### src/rtl/pixart_i2c_target.sv
// I2C target emulating the PixArt IR camera: register writes become cfg strobes,
// and reads of the report window return a 16-byte blob report snapshot.
module pixart_i2c_target #(
    parameter logic [6:0] ADDR        = 7'h58,
    parameter logic [7:0] REPORT_BASE = 8'h36
) (
    input  logic       clk,
    input  logic       reset,
    input  logic       i2c_scl,
    input  logic       i2c_sda_in,
    output logic       i2c_sda_out,
    output logic       i2c_sda_dir,
    input  logic [9:0] blob_x,
    input  logic [9:0] blob_y,
    input  logic [3:0] blob_size,
    input  logic       blob_valid,
    output logic       cfg_wr,
    output logic [7:0] cfg_addr,
    output logic [7:0] cfg_data,
    output logic       busy
);

    typedef enum logic [2:0] {
        ST_IDLE,
        ST_ADDR,
        ST_REG,
        ST_WDATA,
        ST_RDATA,
        ST_WAIT_STOP
    } state_t;

    // Bit 0 carries SCL, bit 1 carries SDA; idle bus level is high.
    logic [1:0] meta_reg, sync_reg, prev_reg;

    always_ff @(posedge clk or negedge reset) begin
        if (!reset) begin
            meta_reg <= 2'b11;
            sync_reg <= 2'b11;
            prev_reg <= 2'b11;
        end else begin
            meta_reg <= {i2c_sda_in, i2c_scl};
            sync_reg <= meta_reg;
            prev_reg <= sync_reg;
        end
    end

    logic scl_rise, scl_fall, start_det, stop_det, sda_s;
    assign sda_s     = sync_reg[1];
    assign scl_rise  = sync_reg[0] & ~prev_reg[0];
    assign scl_fall  = ~sync_reg[0] & prev_reg[0];
    assign start_det = sync_reg[0] & prev_reg[0] & prev_reg[1] & ~sync_reg[1];
    assign stop_det  = sync_reg[0] & prev_reg[0] & ~prev_reg[1] & sync_reg[1];

    state_t      state_reg;
    logic [3:0]  bit_cnt_reg;
    logic [7:0]  shift_reg;
    logic [7:0]  tx_reg;
    logic [7:0]  ptr_reg;
    logic        sda_dir_reg;
    logic        busy_reg;
    logic        cfg_wr_reg;
    logic [7:0]  cfg_addr_reg;
    logic [7:0]  cfg_data_reg;
    logic [9:0]  snap_x_reg;
    logic [9:0]  snap_y_reg;
    logic [3:0]  snap_size_reg;
    logic        snap_valid_reg;

    logic [7:0] rd_index;
    logic [7:0] rd_byte;
    assign rd_index = ptr_reg - REPORT_BASE;

    // Without a blob the coordinate bytes read all-ones so the initiator decodes 1023.
    always_comb begin
        rd_byte = 8'h00;
        if (rd_index < 8'd16) begin
            case (rd_index)
                8'd0:    rd_byte = 8'h00;
                8'd1:    rd_byte = snap_valid_reg ? snap_x_reg[7:0] : 8'hFF;
                8'd2:    rd_byte = snap_valid_reg ? snap_y_reg[7:0] : 8'hFF;
                8'd3:    rd_byte = snap_valid_reg ?
                                   {snap_y_reg[9:8], snap_x_reg[9:8], snap_size_reg} : 8'hFF;
                default: rd_byte = 8'hFF;
            endcase
        end
    end

    always_ff @(posedge clk or negedge reset) begin
        if (!reset) begin
            state_reg      <= ST_IDLE;
            bit_cnt_reg    <= 4'd0;
            shift_reg      <= 8'h00;
            tx_reg         <= 8'h00;
            ptr_reg        <= 8'h00;
            sda_dir_reg    <= 1'b0;
            busy_reg       <= 1'b0;
            cfg_wr_reg     <= 1'b0;
            cfg_addr_reg   <= 8'h00;
            cfg_data_reg   <= 8'h00;
            snap_x_reg     <= 10'd0;
            snap_y_reg     <= 10'd0;
            snap_size_reg  <= 4'd0;
            snap_valid_reg <= 1'b0;
        end else begin
            cfg_wr_reg <= 1'b0;
            if (start_det) begin
                state_reg   <= ST_ADDR;
                bit_cnt_reg <= 4'd0;
                sda_dir_reg <= 1'b0;
                busy_reg    <= 1'b0;
            end else if (stop_det) begin
                state_reg   <= ST_IDLE;
                bit_cnt_reg <= 4'd0;
                sda_dir_reg <= 1'b0;
                busy_reg    <= 1'b0;
            end else begin
                case (state_reg)
                    ST_ADDR, ST_REG, ST_WDATA: begin
                        // bit_cnt 8 = ACK being driven, 9 = ACK clock has risen
                        if (scl_rise) begin
                            if (bit_cnt_reg < 4'd8) begin
                                shift_reg   <= {shift_reg[6:0], sda_s};
                                bit_cnt_reg <= bit_cnt_reg + 4'd1;
                            end else begin
                                bit_cnt_reg <= 4'd9;
                            end
                        end else if (scl_fall) begin
                            if (bit_cnt_reg == 4'd8) begin
                                if (state_reg == ST_ADDR) begin
                                    if (shift_reg[7:1] == ADDR) begin
                                        sda_dir_reg <= 1'b1;
                                        busy_reg    <= 1'b1;
                                        if (shift_reg[0]) begin
                                            snap_x_reg     <= blob_x;
                                            snap_y_reg     <= blob_y;
                                            snap_size_reg  <= blob_size;
                                            snap_valid_reg <= blob_valid;
                                        end
                                    end else begin
                                        state_reg <= ST_WAIT_STOP;
                                    end
                                end else if (state_reg == ST_REG) begin
                                    ptr_reg     <= shift_reg;
                                    sda_dir_reg <= 1'b1;
                                end else begin
                                    cfg_wr_reg   <= 1'b1;
                                    cfg_addr_reg <= ptr_reg;
                                    cfg_data_reg <= shift_reg;
                                    sda_dir_reg  <= 1'b1;
                                end
                            end else if (bit_cnt_reg == 4'd9) begin
                                bit_cnt_reg <= 4'd0;
                                sda_dir_reg <= 1'b0;
                                if (state_reg == ST_ADDR) begin
                                    if (shift_reg[0]) begin
                                        state_reg   <= ST_RDATA;
                                        tx_reg      <= rd_byte;
                                        sda_dir_reg <= ~rd_byte[7];
                                    end else begin
                                        state_reg <= ST_REG;
                                    end
                                end else if (state_reg == ST_REG) begin
                                    state_reg <= ST_WDATA;
                                end else begin
                                    ptr_reg <= ptr_reg + 8'd1;
                                end
                            end
                        end
                    end
                    ST_RDATA: begin
                        if (scl_rise) begin
                            if (bit_cnt_reg < 4'd8) begin
                                bit_cnt_reg <= bit_cnt_reg + 4'd1;
                            end else if (bit_cnt_reg == 4'd8) begin
                                if (!sda_s) begin
                                    ptr_reg     <= ptr_reg + 8'd1;
                                    bit_cnt_reg <= 4'd9;
                                end else begin
                                    state_reg   <= ST_WAIT_STOP;
                                    busy_reg    <= 1'b0;
                                    sda_dir_reg <= 1'b0;
                                end
                            end
                        end else if (scl_fall) begin
                            if (bit_cnt_reg >= 4'd1 && bit_cnt_reg <= 4'd7) begin
                                tx_reg      <= {tx_reg[6:0], 1'b1};
                                sda_dir_reg <= ~tx_reg[6];
                            end else if (bit_cnt_reg == 4'd8) begin
                                sda_dir_reg <= 1'b0;
                            end else if (bit_cnt_reg == 4'd9) begin
                                tx_reg      <= rd_byte;
                                sda_dir_reg <= ~rd_byte[7];
                                bit_cnt_reg <= 4'd0;
                            end
                        end
                    end
                    default: begin
                        sda_dir_reg <= 1'b0;
                    end
                endcase
            end
        end
    end

    assign i2c_sda_out = 1'b0;
    assign i2c_sda_dir = sda_dir_reg;
    assign busy        = busy_reg;
    assign cfg_wr      = cfg_wr_reg;
    assign cfg_addr    = cfg_addr_reg;
    assign cfg_data    = cfg_data_reg;

endmodule

### config.mk
export PLATFORM = sky130hd
export DESIGN_NAME = pixart_i2c_target
export DESIGN_NICKNAME = d
export VERILOG_FILES = /design/src/rtl/pixart_i2c_target.sv
export SDC_FILE = /design/constraint.sdc
export NUM_CORES = 1
export LEC_CHECK = 0
export CAP_MARGIN = 30
export CORE_AREA = 2 2 101 103
export CTS_CLUSTER_SIZE = 28
export DETAILED_ROUTE_END_ITERATION = 10
export DIE_AREA = 0 0 103 105
export PLACE_DENSITY_LB_ADDON = 0.1
export REMOVE_ABC_BUFFERS = 1
export SLEW_MARGIN = 0
export SYNTH_ARGS = -nofsm -noshare
export SYNTH_HDL_FRONTEND = slang
export SYNTH_SLANG_ARGS = --single-unit
export TNS_END_PERCENT = 30
### constraint.sdc
create_clock -name clk -period 2.85 [get_ports clk]
set_input_delay 0.57 -clock clk [delete_from_list [all_inputs] [get_ports clk]]
set_output_delay 0.57 -clock clk [all_outputs]
set_load 0.005 [all_outputs]
# Word level (Yosys, flattened, before mapping)
# Cells that the tools add are included.
classes:
  bitwise: 18
  magnitude_cmp: 4
  n_addsub: 3
  n_mux: 95
  n_reduce_logical: 14
  eq_ne: 52
ops:
  columns: ["operator", "count"]
  rows:
  - ["2-to-1 mux 8 bit", 16]
  - ["2-to-1 mux 7 bit", 11]
  - ["2-to-1 mux 4 bit", 13]
  - ["2-to-1 mux 3 bit", 15]
  - ["inequality test 5 bit, second input constant", 9]
  - ["inequality test 4 bit, second input constant", 9]
  - ["2-to-1 mux 1 bit", 33]
  - ["one-hot mux 8 bit (4 select lines)", 1]
  - ["inequality test 6 bit, second input constant", 5]
  - ["inequality test 2 bit, second input constant", 12]
  - ["inequality test 3 bit, second input constant", 7]
  - ["AND reduction 9 bit", 2]
  - ["== test 8 x 2 -> 1 bit, second input constant", 2]
  - ["one-hot mux 8 bit (2 select lines)", 1]
  - ["one-hot mux 7 bit (2 select lines)", 1]
  - ["AND reduction 14 bit", 1]
  - ["AND reduction 13 bit", 1]
  - ["inverter 1 bit", 11]
  - ["AND reduction 11 bit", 1]
  - ["AND reduction 10 bit", 1]
  - ["adder 8 x 1 -> 8 bit, second input constant", 1]
  - ["== test 4 bit, second input constant", 2]
  - ["== test 8 x 1 -> 1 bit, second input constant", 1]
  - ["zero test 8 bit", 1]
  - ["21 further kinds", 29]
word_totals:
  reg_bits: 80

# Longest topological paths before layout
depth:
  word_depth: 14
  depth_mapped: 10

# Worst setup path after synthesis
# Ideal clock, no wire load.
synth_timing:
  kind: "register -> register"
  startpoint: "register prev_reg[0]"
  endpoint: "register snap_x_reg[0]"
  path_slack_ns: 0.600
  t_arrival_ns: 2.125
  stages_incl_launch_ff: 8
  required_ns: 2.725
  n_path_buf: 1
  path_cell_list: "dfstp_2 inv_1 ha_1 nand2b_1 or4_4 nor2_8 buf_12 mux2_4"
synth_via:
  elab_chain_len: 5
  elab_cells_between_ends: 12
  classes_between: "11 x bitwise; 1 x reduce/logical"
synth_rtl:
  columns: ["element", "line_no", "source"]
  rows:
  - ["start, declared", "33", "logic [1:0] meta_reg, sync_reg, prev_reg;"]
  - ["start signal, assigned", "43", "prev_reg <= sync_reg;"]
  - ["AND 1 bit", "51, 52", null]
  - ["AND 1 bit (on tied branches) (2 in series)", "52, 51", null]
  - ["inverter 1 bit (no source line)", null, null]
  - ["AND reduction 9 bit (no source line) *", null, null]
  - ["end signal, assigned", "134", "snap_x_reg <= blob_x;"]
  - ["end, declared", "64", "logic [9:0] snap_x_reg;"]
# Mark *: on every way between the ends. The rest lies on a longest branch, timed or not.
# A chain may end at the register's enable or synchronous reset.

# Final worst setup path
layout_timing:
  startpoint: "register prev_reg[0]"
  endpoint: "register snap_y_reg[0]"
layout_via:
  elab_chain_len: 5
  elab_cells_between_ends: 12
  classes_between: "11 x bitwise; 1 x reduce/logical"
layout_rtl:
  columns: ["element", "line_no", "source"]
  rows:
  - ["AND 1 bit", "51, 52", null]
  - ["AND 1 bit (on tied branches) (2 in series)", "52, 51", null]
  - ["inverter 1 bit (no source line)", null, null]
  - ["AND reduction 9 bit (no source line) *", null, null]
  - ["end signal, assigned", "135", "snap_y_reg <= blob_y;"]
  - ["end, declared", "65", "logic [9:0] snap_y_reg;"]
# Marked as above.

==> results_dict.tcl <==
set metrics [dict create \
    run_status "completed" \
    nFillCells 887 \
    post-route-period-util_pct 88.02 \
    postLayoutSetupSlackWorst_ns 0.3413 \
    pre_cts_ws_ns 0.3460 \
    postRouteAntennaNets 0 \
    ffs_latches_synth 80 \
    rows 36 \
    synth_sequential_area_ratio_pct 46.60 \
    power.static_leakage_uw 0.002198 \
    r2r_start "prev_reg[0]$_DFF_PN1_" \
    post_synth_num_cell_types 60 \
    grt_pass1_wl_um 15390 \
    fin_nets 483 \
    first_pass_iteration_count_of_the_detailed_router 4 \
    overflow 0 \
    clock_tree.htree_level_count 3 \
    largest_net_degree_at_the_start_of_global_routing 45 \
    detail_route.wirelength_um 9186 \
    first_global_vias 3028 \
    syn-instance-count 393 \
    timing_hold_violations_final 0 \
    critPathRequiredTime_ns 3.09 \
    fp.dieH_um 105 \
    drt-initial-drc-count 134 \
    finalMaxSlewViolations 0 \
    cts_setup_buffers 0 \
    number_of_warnings_printed_during_yosys_synthesis 0 \
    total_power_uw 3078 \
    fmax_mhz 398.6 \
    start_kind "flip-flop" \
    area_delta_synth_final_pct 18.89 \
    slew_at_the_pin_closest_to_its_max_slew_limit_ns 0.5284 \
    cts_hold_buf 0 \
    tritoncts_clock_tree "yes" \
    seq_area_um2 2009 \
    horiz_die_dim_um 103 \
    maxCapViolCount 0 \
    syn_area_um2 4312 \
    critPathArrivalTime_ns 2.75 \
    vdd_ir_max_mv 0.2408 \
    drive_gt1_share_pct 20.98 \
    detailed_place_hpwl_um 6616 \
    routed-via-count 3146 \
    setup.worst_path.end "snap_y_reg[0]$_DFFE_PN0P_" \
    buffer_levels_on_the_longest_clock_path 2 \
    port-buffer-count 47 \
    critical_path_class "reg2reg" \
    post_cts.resized_instances 0 \
    kind_of_end_point_of_the_critical_path "flip-flop" \
    yosys_most_used_dff "dfrtp_1" \
    cts-buffers-inserted 9 \
    drc_violations 0 \
    timing.critical_path.cells "inv_1, ha_1, nand2b_1, or4_4, nor2_8, buf_4, mux2_2" \
    place.detailed.instances 565 \
    grt_setup_unrepaired "no" \
    die_area_um2 10820 \
    timing.setup.tns_ns 0 \
    detail_route.wl_per_cell_um 15.81 \
    timing.hold.ws_ns 0.1780 \
    initial_core_util_pct 44.73 \
    most_frequent_cells_in_the_layout "dfrtp_1, clkdlybuf4s50_1, o21ai_0" \
    cpMaxStageDelayCell "or4_4" \
    multi_input_combinational_cell_area_um2 2123 \
    antenna_violations_before_repair 0 \
    skew_ns 0.009373 \
    finalSetupViolCount 0 \
    timing.rr.end "snap_y_reg[0]$_DFFE_PN0P_" \
    relSlewSlack_pct 64.58 \
    max_stage_delay_ns 0.59 \
    r2r_setup_slack_ns 0.34 \
    insertion_delay_ns 0.35 \
    clock-sinks 80 \
    pwr_density_cell_nw_per_um2 600.5 \
    boundaryPins 49 \
    gp_congestion 0.9224 \
    startpoint "prev_reg[0]$_DFF_PN1_" \
    layoutNonFillerInstCount 581 \
    finalWorstPathRequiredPeriod_ns 2.509 \
    worstHoldPathType "in2async" \
    final_common_cell "dfrtp_1" \
    vias_per_cell 5.415 \
    globalRouteTotalUtil_pct 18.24 \
    root_buffer "clkbuf_8" \
    number_of_enable_type_register_cells_in_the_synthesized_netlist 0 \
    synthArstFlopShare_pct 100.0 \
    worst-r2r-cell-count 7 \
    coreArea_um2 9639 \
    critPathMaxFanout 13 \
    n_antenna_cell 0 \
    cts.clk_slew.worst_paths_ns 0.08 \
    syn_avg_cell_area_um2 10.97 \
]
cells by family (layout without fill, tap and decap cells):
| group | count (synthesis) | count (layout) | synth area share [%] |
|---|---|---|---|
| AO/OA/AOI/OAI | 98 | 98 | 14.54 |
| XOR/XNOR | 3 | 3 | 0.6095 |
| adder cells (fa/ha/maj) | 11 | 11 | 3.192 |
| buffers and inverters | 31 | 86 | 4.150 |
| flip-flops | 80 | 80 | 46.60 |
| multiplexers | 55 | 55 | 15.73 |
| other | 1 | 1 | 0.08697 |
| AND/OR/NAND/NOR | 114 | 114 | 15.09 |
per-layer routing:
layer	track usage, %	routed length, um	share of wire [%]
met1	27.11	4676	51
met2	26.21	4096	45
met3	3.344	286	3.1
met4	6.861	127	1.4
met5	0	0	0
worst min-delay path by stage:
stage | end | slack (ns) | cells after the start
final | bit_cnt_reg[2]$_DFFE_PN0P_ | 0.18 | 1
after CTS | bit_cnt_reg[2]$_DFFE_PN0P_ | 0.19 | 1
after global placement | sync_reg[0]$_DFF_PN1_ | 0.35 | 0
after global routing | bit_cnt_reg[2]$_DFFE_PN0P_ | 0.20 | 1
after floorplan | bit_cnt_reg[0]$_DFFE_PN0P_ | 0.27 | 0
after detailed placement | sync_reg[0]$_DFF_PN1_ | 0.35 | 0
cell usage after synthesis (4+ instances only):
cell type   n  area, um2
dfrtp_1    74       1852
o21ai_0    37      185.2
mux2_2     30      337.8
nor2_1     29      108.9
nand2_1    22      82.58
a21oi_1    20      100.1
mux2_4     18      270.3
ha_1       11      137.6
nand4_1    11      68.82
clkbuf_1   10      37.54
inv_1       9      33.78
mux2i_1     7      70.07
nand3_1     7      35.03
buf_2       6      30.03
dfstp_2     6      157.7
and2_1      5      31.28
nor2b_1     5      31.28
nor3_1      5      25.02
o21bai_1    5      37.54
nand2b_1    4      25.02
nor3b_1     4      30.03
o21ba_2     4      40.04
o2bb2ai_1   4      35.03
where the power goes:
group	total [uW]	internal, uW	switching, uW
clock	848	428	420
combinational	798	363	435
sequential	1430	1260	174
stage by stage:
| stage | instance area (um2) | utilization [%] |
|---|---|---|
| detailed placement | 4931 | 51.16 |
| global route | 5126 | 53.18 |
| CTS | 5126 | 53.18 |
| floorplan | 4167 | - |
| global placement | 4931 | 51.16 |
| finish | 5126 | 53.18 |
layout make-up:
cell class | instances | share of cell area (%)
multi-input cells | 282 | 41.42
flip-flops and latches | 80 | 39.20
repair buffers | 61 | 11.67
well taps | 133 | 3.246
clock buffers | 11 | 2.758
clock inverters | 5 | 1.050
inverters | 9 | 0.6590
critical path, delay by kind of cell, from the launching register on:
kind / cells / cell delay [ns]
mux: 1 / 0.33
fa+ha+maj: 1 / 0.18
simple gates: 3 / 1.10
buf+inv: 2 / 0.25
flops: 1 / 0.55
Note: power is estimated with default switching activity, not from simulation.
